### src/rtl/cdcc_pkg.sv
// Shared constants and state type for the tap serialiser.
// Holds the tap count, default element width and the two-state FSM encoding.
package cdcc_pkg;

  localparam int TAPS      = 4;
  localparam int W_DEFAULT = 16;

  typedef enum logic {
    IDLE = 1'b0,
    SEND = 1'b1
  } state_t;

endpackage

### src/rtl/tap_serialiser.sv
// Serialises a parallel 4-tap window into one element per accepted output beat,
// oldest tap first, with zero-bubble reload when the next window is ready on the last tap.
module tap_serialiser
  import cdcc_pkg::*;
#(
  parameter int W = W_DEFAULT
) (
  input  logic                clk,
  input  logic                rst_n,
  input  logic signed [W-1:0] in_0,
  input  logic signed [W-1:0] in_1,
  input  logic signed [W-1:0] in_2,
  input  logic signed [W-1:0] in_3,
  input  logic                in_valid,
  output logic                in_ready,
  output logic signed [W-1:0] out_data,
  output logic [1:0]          out_idx,
  output logic                out_last,
  output logic                out_valid,
  input  logic                out_ready
);

  state_t              state;
  logic [1:0]          idx;
  logic signed [W-1:0] win [TAPS];

  logic at_last;
  logic in_acc;
  logic out_acc;

  assign at_last = (idx == 2'd3);

  // A new window may only enter when idle, or when the last tap is leaving this cycle;
  // rst_n gates it so nothing is offered while the block is held in reset.
  assign in_ready  = rst_n && ((state == IDLE) || (at_last && out_ready));
  assign out_valid = (state == SEND);
  assign out_last  = out_valid && at_last;
  assign out_data  = win[idx];
  assign out_idx   = idx;

  assign in_acc  = in_valid && in_ready;
  assign out_acc = out_valid && out_ready;

  always_ff @(posedge clk or negedge rst_n) begin
    if (!rst_n) begin
      state <= IDLE;
      idx   <= 2'd0;
      for (int i = 0; i < TAPS; i++) begin
        win[i] <= '0;
      end
    end else if (in_acc) begin
      win[0] <= in_0;
      win[1] <= in_1;
      win[2] <= in_2;
      win[3] <= in_3;
      idx    <= 2'd0;
      state  <= SEND;
    end else if (out_acc) begin
      if (at_last) begin
        state <= IDLE;
        idx   <= 2'd0;
      end else begin
        idx <= idx + 2'd1;
      end
    end
  end

endmodule

### config.mk
export PLATFORM = sky130hd
export DESIGN_NAME = tap_serialiser
export DESIGN_NICKNAME = d
export VERILOG_FILES = /design/src/rtl/cdcc_pkg.sv /design/src/rtl/tap_serialiser.sv
export SDC_FILE = /design/constraint.sdc
export NUM_CORES = 1
export LEC_CHECK = 0
export ABC_AREA = 1
export BUFFER_PORTS_ARGS = -buffer_cell sky130_fd_sc_hd__buf_2
export CORE_MARGIN = 5
export CORE_UTILIZATION = 27
export DETAILED_ROUTE_END_ITERATION = 12
export SLEW_MARGIN = 30
export SYNTH_ARGS = -nofsm -noshare
export SYNTH_HDL_FRONTEND = slang
export SYNTH_SLANG_ARGS = --single-unit
### constraint.sdc
create_clock -name clk -period 1.4 [get_ports clk]
set_clock_uncertainty 0.2 [all_clocks]
set_input_delay 0.28 -clock clk [delete_from_list [all_inputs] [get_ports clk]]
set_output_delay 0.28 -clock clk [all_outputs]
set_load 0.02 [all_outputs]
-- After elaboration in Yosys (flattened, before gate mapping)
Cells that the tools add are included.
Widths: inputs -> output; s select.
- divide/modulo/power cells: 0
- bitwise gates (word level): 2
- reductions and logical operators: 9
- shifts and indexed selects: 0
- mux-type cells: 9
- add/subtract/negate cells: 1
- magnitude comparators: 1
- equality and inequality tests: 1
- multipliers: 0
- operator list (kind ; count):
    $bmux 16 s2 ; 1
    $mux 16 ; 2
    $mux 2 ; 3
    $logic_and 1x1->1 ; 5
    $reduce_bool 2->1 ; 2
    $ge 3x3->1 const B ; 1
    $mux 1 ; 3
    $not 2->3 ; 1
    $add 2x1->2 const B ; 1
    $eq 2x2->1 const B ; 1
    $reduce_and 2->1 ; 1
    $logic_or 1x1->1 ; 1
    $not 1->1 ; 1
- memories kept: 0
- latch bits: 0
- input bits: 68
- bits in read-only memories: 0
- flip-flop bits (word level): 67
- word-level logic and storage cells: 29
- output and inout bits: 21
- bits in writable memories: 0

-- Logic depth before layout (Yosys ltp)
- depth after elaboration: 7
- mapped depth: 8

-- Worst setup path after synthesis
OpenSTA, ideal clock, no wires.
- kind: reg-to-output
- start point: register idx[0] (netlist: out_idx[0])
- end point: output in_ready
- buffers on the path: 0
- data required time: 0.920 ns
- cell stages (with the launch flop): 4
- path slack: -0.340 ns
- arrival: 1.260 ns
- cells stage by stage: dfrtp_1 > ha_1 > nand2_1 > a21boi_0
- word-level cells in the longest chain between the ends: 4
- ends and longest elaborated chain (element ; RTL line ; text):
    start, declared ; tap_serialiser.sv:24 ; logic [1:0] idx;
    start signal, assigned ; tap_serialiser.sv:63 ; idx <= idx + 2'd1;
    $eq 2x2->1 ; tap_serialiser.sv:31 ; assign at_last = (idx == 2'd3);
    $logic_and 1x1->1 ; tap_serialiser.sv:35 ; assign in_ready = rst_n && ((state == IDLE) || (at_last && out_ready));
    $logic_or 1x1->1 ; tap_serialiser.sv:35 ;
    $logic_and 1x1->1 ; tap_serialiser.sv:35 ;
    end, declared ; tap_serialiser.sv:15 ; output logic in_ready,
No other way between the ends.

-- Worst setup path in the final report
- start point: register idx[0] (netlist: out_idx[0])
- end point: output out_data[3]
- word-level cells in the longest chain between the ends: 4
- ends and longest elaborated chain (element ; RTL line ; text):
    $not 2->3 (not written as such) ; tap_serialiser.sv:38 ; assign out_data = win[idx];
    $bmux 16 s2 ; tap_serialiser.sv:38 ;
    $mux 16 (not written as such) (2 in a row) ; tap_serialiser.sv:38 ;
    end, declared ; tap_serialiser.sv:16 ; output logic signed [W-1:0] out_data,
No other way between the ends. The select of a mux whose other input is x is not followed.

==> metrics.md <==
| Metric | Value |
|---|---|
| Post-synthesis adder-cell area fraction | 0.003681 |
| Pin count of the biggest net entering global routing | 45 |
| Failing checks | negative setup slack |
| Overflow left after global routing | 0 |
| Ys Warns | 0 |
| Drt via density | 4.862 |
| N_diodes | 0 |
| Via count | 3627 |
| WP data required | approximately 920 ps |
| First-pass GRT wire length | 20390 um |
| PwrDens | 2442 nW/um^2 |
| Worst path bufs/invs | 3 |
| Setup WS post-layout | -604.9 ps |
| Most frequent cells in the layout | nand2_1 (138), buf_2 (66), nand4_1 (64), dfrtp_1 (64), buf_6 (38) |
| DRC errors left | 0 |
| Main combinational cell family by area after synthesis | simple AND/OR/NAND/NOR gates |
| HP Start | in_2[12] |
| Peak Freq | 0.4988 GHz |
| Post-synthesis sequential area ratio | 0.4932 |
| Syn Nets | 500 |
| RR Startpoint | out_idx[0] |
| RSZ-0062 raised after global routing | yes |
| Die Ht | ~120 um |
| Max rail drop VDD | just under 0.9 mV |
| CP peak stage delay | 420 ps |
| Syn_area_per_cell | slightly below 8 um^2 |
| Core occupancy in the finished layout | 0.4523 |
| Cells after synthesis | ~430 |
| 1st-iter DRT viols | around 300 |
| CTS H-tree depth | 3 |
| Mux contribution to synthesized area | 0 |
| Area Overhead vs Synth | 65.84% |
| Longest Clk Path Bufs | 2 |
| Crit path time final | 2005 ps |
| Worst path slowest cell | dfrtp_2 |
| Fraction of layout cells with a size suffix above 1 | 0.4164 |
| DR WL/cell | 18.12 um |
| Die area | 14940 um^2 |
| DR pass1 iterations | 4 |
| Final std cells w/o fill | 746 |
| Port Buffers | 88 |
| Post-DP HPWL | roughly 8500 um |
| Leak | 2.883 nW |
| Reg clk slew, reported paths | roughly 60 ps |
| Total Routing Usage GR | 0.1794 |
| Compound-gate portion of the synthesized area | 0.08465 |
| Clk sink count | 67 |
| Final Total Pwr | between 10 and 15 mW |
| Final Instance Area | 5638 um^2 |
| Post-Synth Simple-Gate Area | 0.3128 |
| CTS tree | built |
| Initial antenna violation count | 0 |
| Period utilisation layout | 1.432 |
| Core ar. | roughly 12000 um^2 |
| ANT nets after route | 0 |
| Relative slew margins | 0.7328 |
| Outcome | finished with violations |
| Final setup vio count | roughly 90 |
| Post-Synth XOR/XNOR Area | 0 |
| Routability Congestion | 0.9136 |
| Mapped cell area | 3400 um^2 |
| Largest fanout on the critical path | 20 |
| TritonCTS Buffers | 9 |
| Kind of cell adding the most delay to the critical path | buffers and inverters |
| Critical Path AT | ~1500 ps |
| Root Buffer | clkbuf_16 |
| Die X | between 100 and 150 um |
| Worst min-delay path class | primary input to flip-flop |
| Setup crit end kind | primary output |
| Dpl cells | 697 |
| Type of the worst setup path | flip-flop to primary output |
| Number of global-route vias before repair | 3749 |
| Commonest non-fill, non-tap cell in the layout | nand2_1 |
| Dpl cell area | about 4400 um^2 |
| Final hold violation count | 0 |
| Post-synth top area cell | dfrtp_1 |
| Row Count | 41 |
| CP startpoint kind | flip-flop |
| Clock latency on the worst-skew pair | about 330 ps |
| Synth top area cells | dfrtp_1 (49%), nand2_1 (19%), nand4_1 (12%) |
| Unique masters post-synth | 16 |
| Initial core utilization | 0.2727 |
| Max cap viols | 0 |
| Critical path launch point | out_idx[0] |
| Crit-path cells | buf_12 > o211ai_1 > buf_4 > nand2_2 > buf_6 |
| Worst slew pin tran | 400.8 ps |
| Yosys reg bits | 67 |
| Final Net Count | 638 |
| Routed WL | ~14000 um |
| Area share of the largest cell type after synthesis | 0.4932 |
| Final slew viol count | 0 |
| # IOs | 89 |
==> timing repair <==
| action | 4_1_cts | 5_1_grt |
|---|---|---|
| endpoints found under the setup margin | 88 | 119 |
| setup buffers | 17 | 5 |
| pin swaps | 10 | 12 |
| cloned | 14 | 1 |
| hold buffers | 3 | 1 |
| hold endpoints to repair | 51 | 3 |
| gates resized for setup | 82 | 40 |
==> worst reg2reg max path, stage by stage, from the launching register on <==
cell     delay, ps
dfrtp_2        390
buf_4          120
buf_6          100
ha_4           140
nand2_4         60
buf_12         120
nand2_8         90
nand3_4        110
buf_12         180
buf_4          140
buf_12         120
nand2_1         60
nand2_1         60
==> metrics by stage <==
| stage | hold WS [ps] | TNS [ps] | setup WS, ps |
|---|---|---|---|
| 5_1_grt | 2.064 | -48470 | -669.1 |
| 6_report | 1.091 | -44050 | -604.9 |
| 4_1_cts | 1.282 | -45010 | -614.3 |
| 3_3_place_gp | -70.57 | -18210 | -256.5 |
| 3_5_place_dp | -70.01 | -19070 | -266.4 |
| 2_1_floorplan | -215.6 | -8042 | -150.4 |
==> power by group <==
| group | switching [mW] | internal [mW] |
|---|---|---|
| logic | 3.91 | 3.79 |
| clock network | 0.918 | 1.40 |
| registers | 0.814 | 2.93 |
==> worst paths after layout <==
path / to / slack [ps] / cells past startpoint
worst max-delay path: out_data[3] / -600 / 5
worst min-delay path: win[28] / 1 / 3
worst max register to register: win[59] / -600 / 12
worst min register to register: win[32] / 280 / 2
max in group asynchronous: out_idx[0] / 120 / 3
min in group asynchronous: win[42] / 200 / 3
==> synthesized netlist by cell type <==
| cell type | number |
|---|---|
| buf_4 | 6 |
| nor2_1 | 1 |
| o21ai_0 | 16 |
| ha_1 | 1 |
| nand3_2 | 1 |
| a21oi_1 | 16 |
| nand2_1 | 173 |
| clkbuf_1 | 9 |
| dfrtp_1 | 67 |
| buf_2 | 20 |
| nand4_1 | 64 |
| buf_6 | 4 |
| inv_1 | 34 |
| o211ai_1 | 16 |
| inv_2 | 2 |
| a21boi_0 | 1 |
==> cell families after synthesis <==
logic type | after synthesis
compound gates | 49
buf+inv | 75
fa+ha+maj | 1
simple gates | 239
flops | 67
==> layer usage <==
metal	up-vias	share of wire	wire (um)	track usage
met4	0	0.045	608	0.09097
met3	36	0.060	818	0.04147
met1	1751	0.43	5808	0.2274
li1	1722	-	-	-
met2	118	0.46	6286	0.2868
met5	-	0	0	0
==> sequential cells by signal (all words and copies together) (netlist names) <==
signal / flops
out_valid: 1
win: 64
out_idx: 2
==> layout make-up <==
type                            instances  area (um^2)
Inverter                               36        135.1
Clock inverter                          6        73.82
Multi-Input combinational cell        289         1593
Tap cell                              172        215.2
Fill cell                            1185         6828
Sequential cell                        67         1680
Clock buffer                           10        229.0
Timing Repair Buffer                  166         1712
Power figures use the tool's default switching activity.
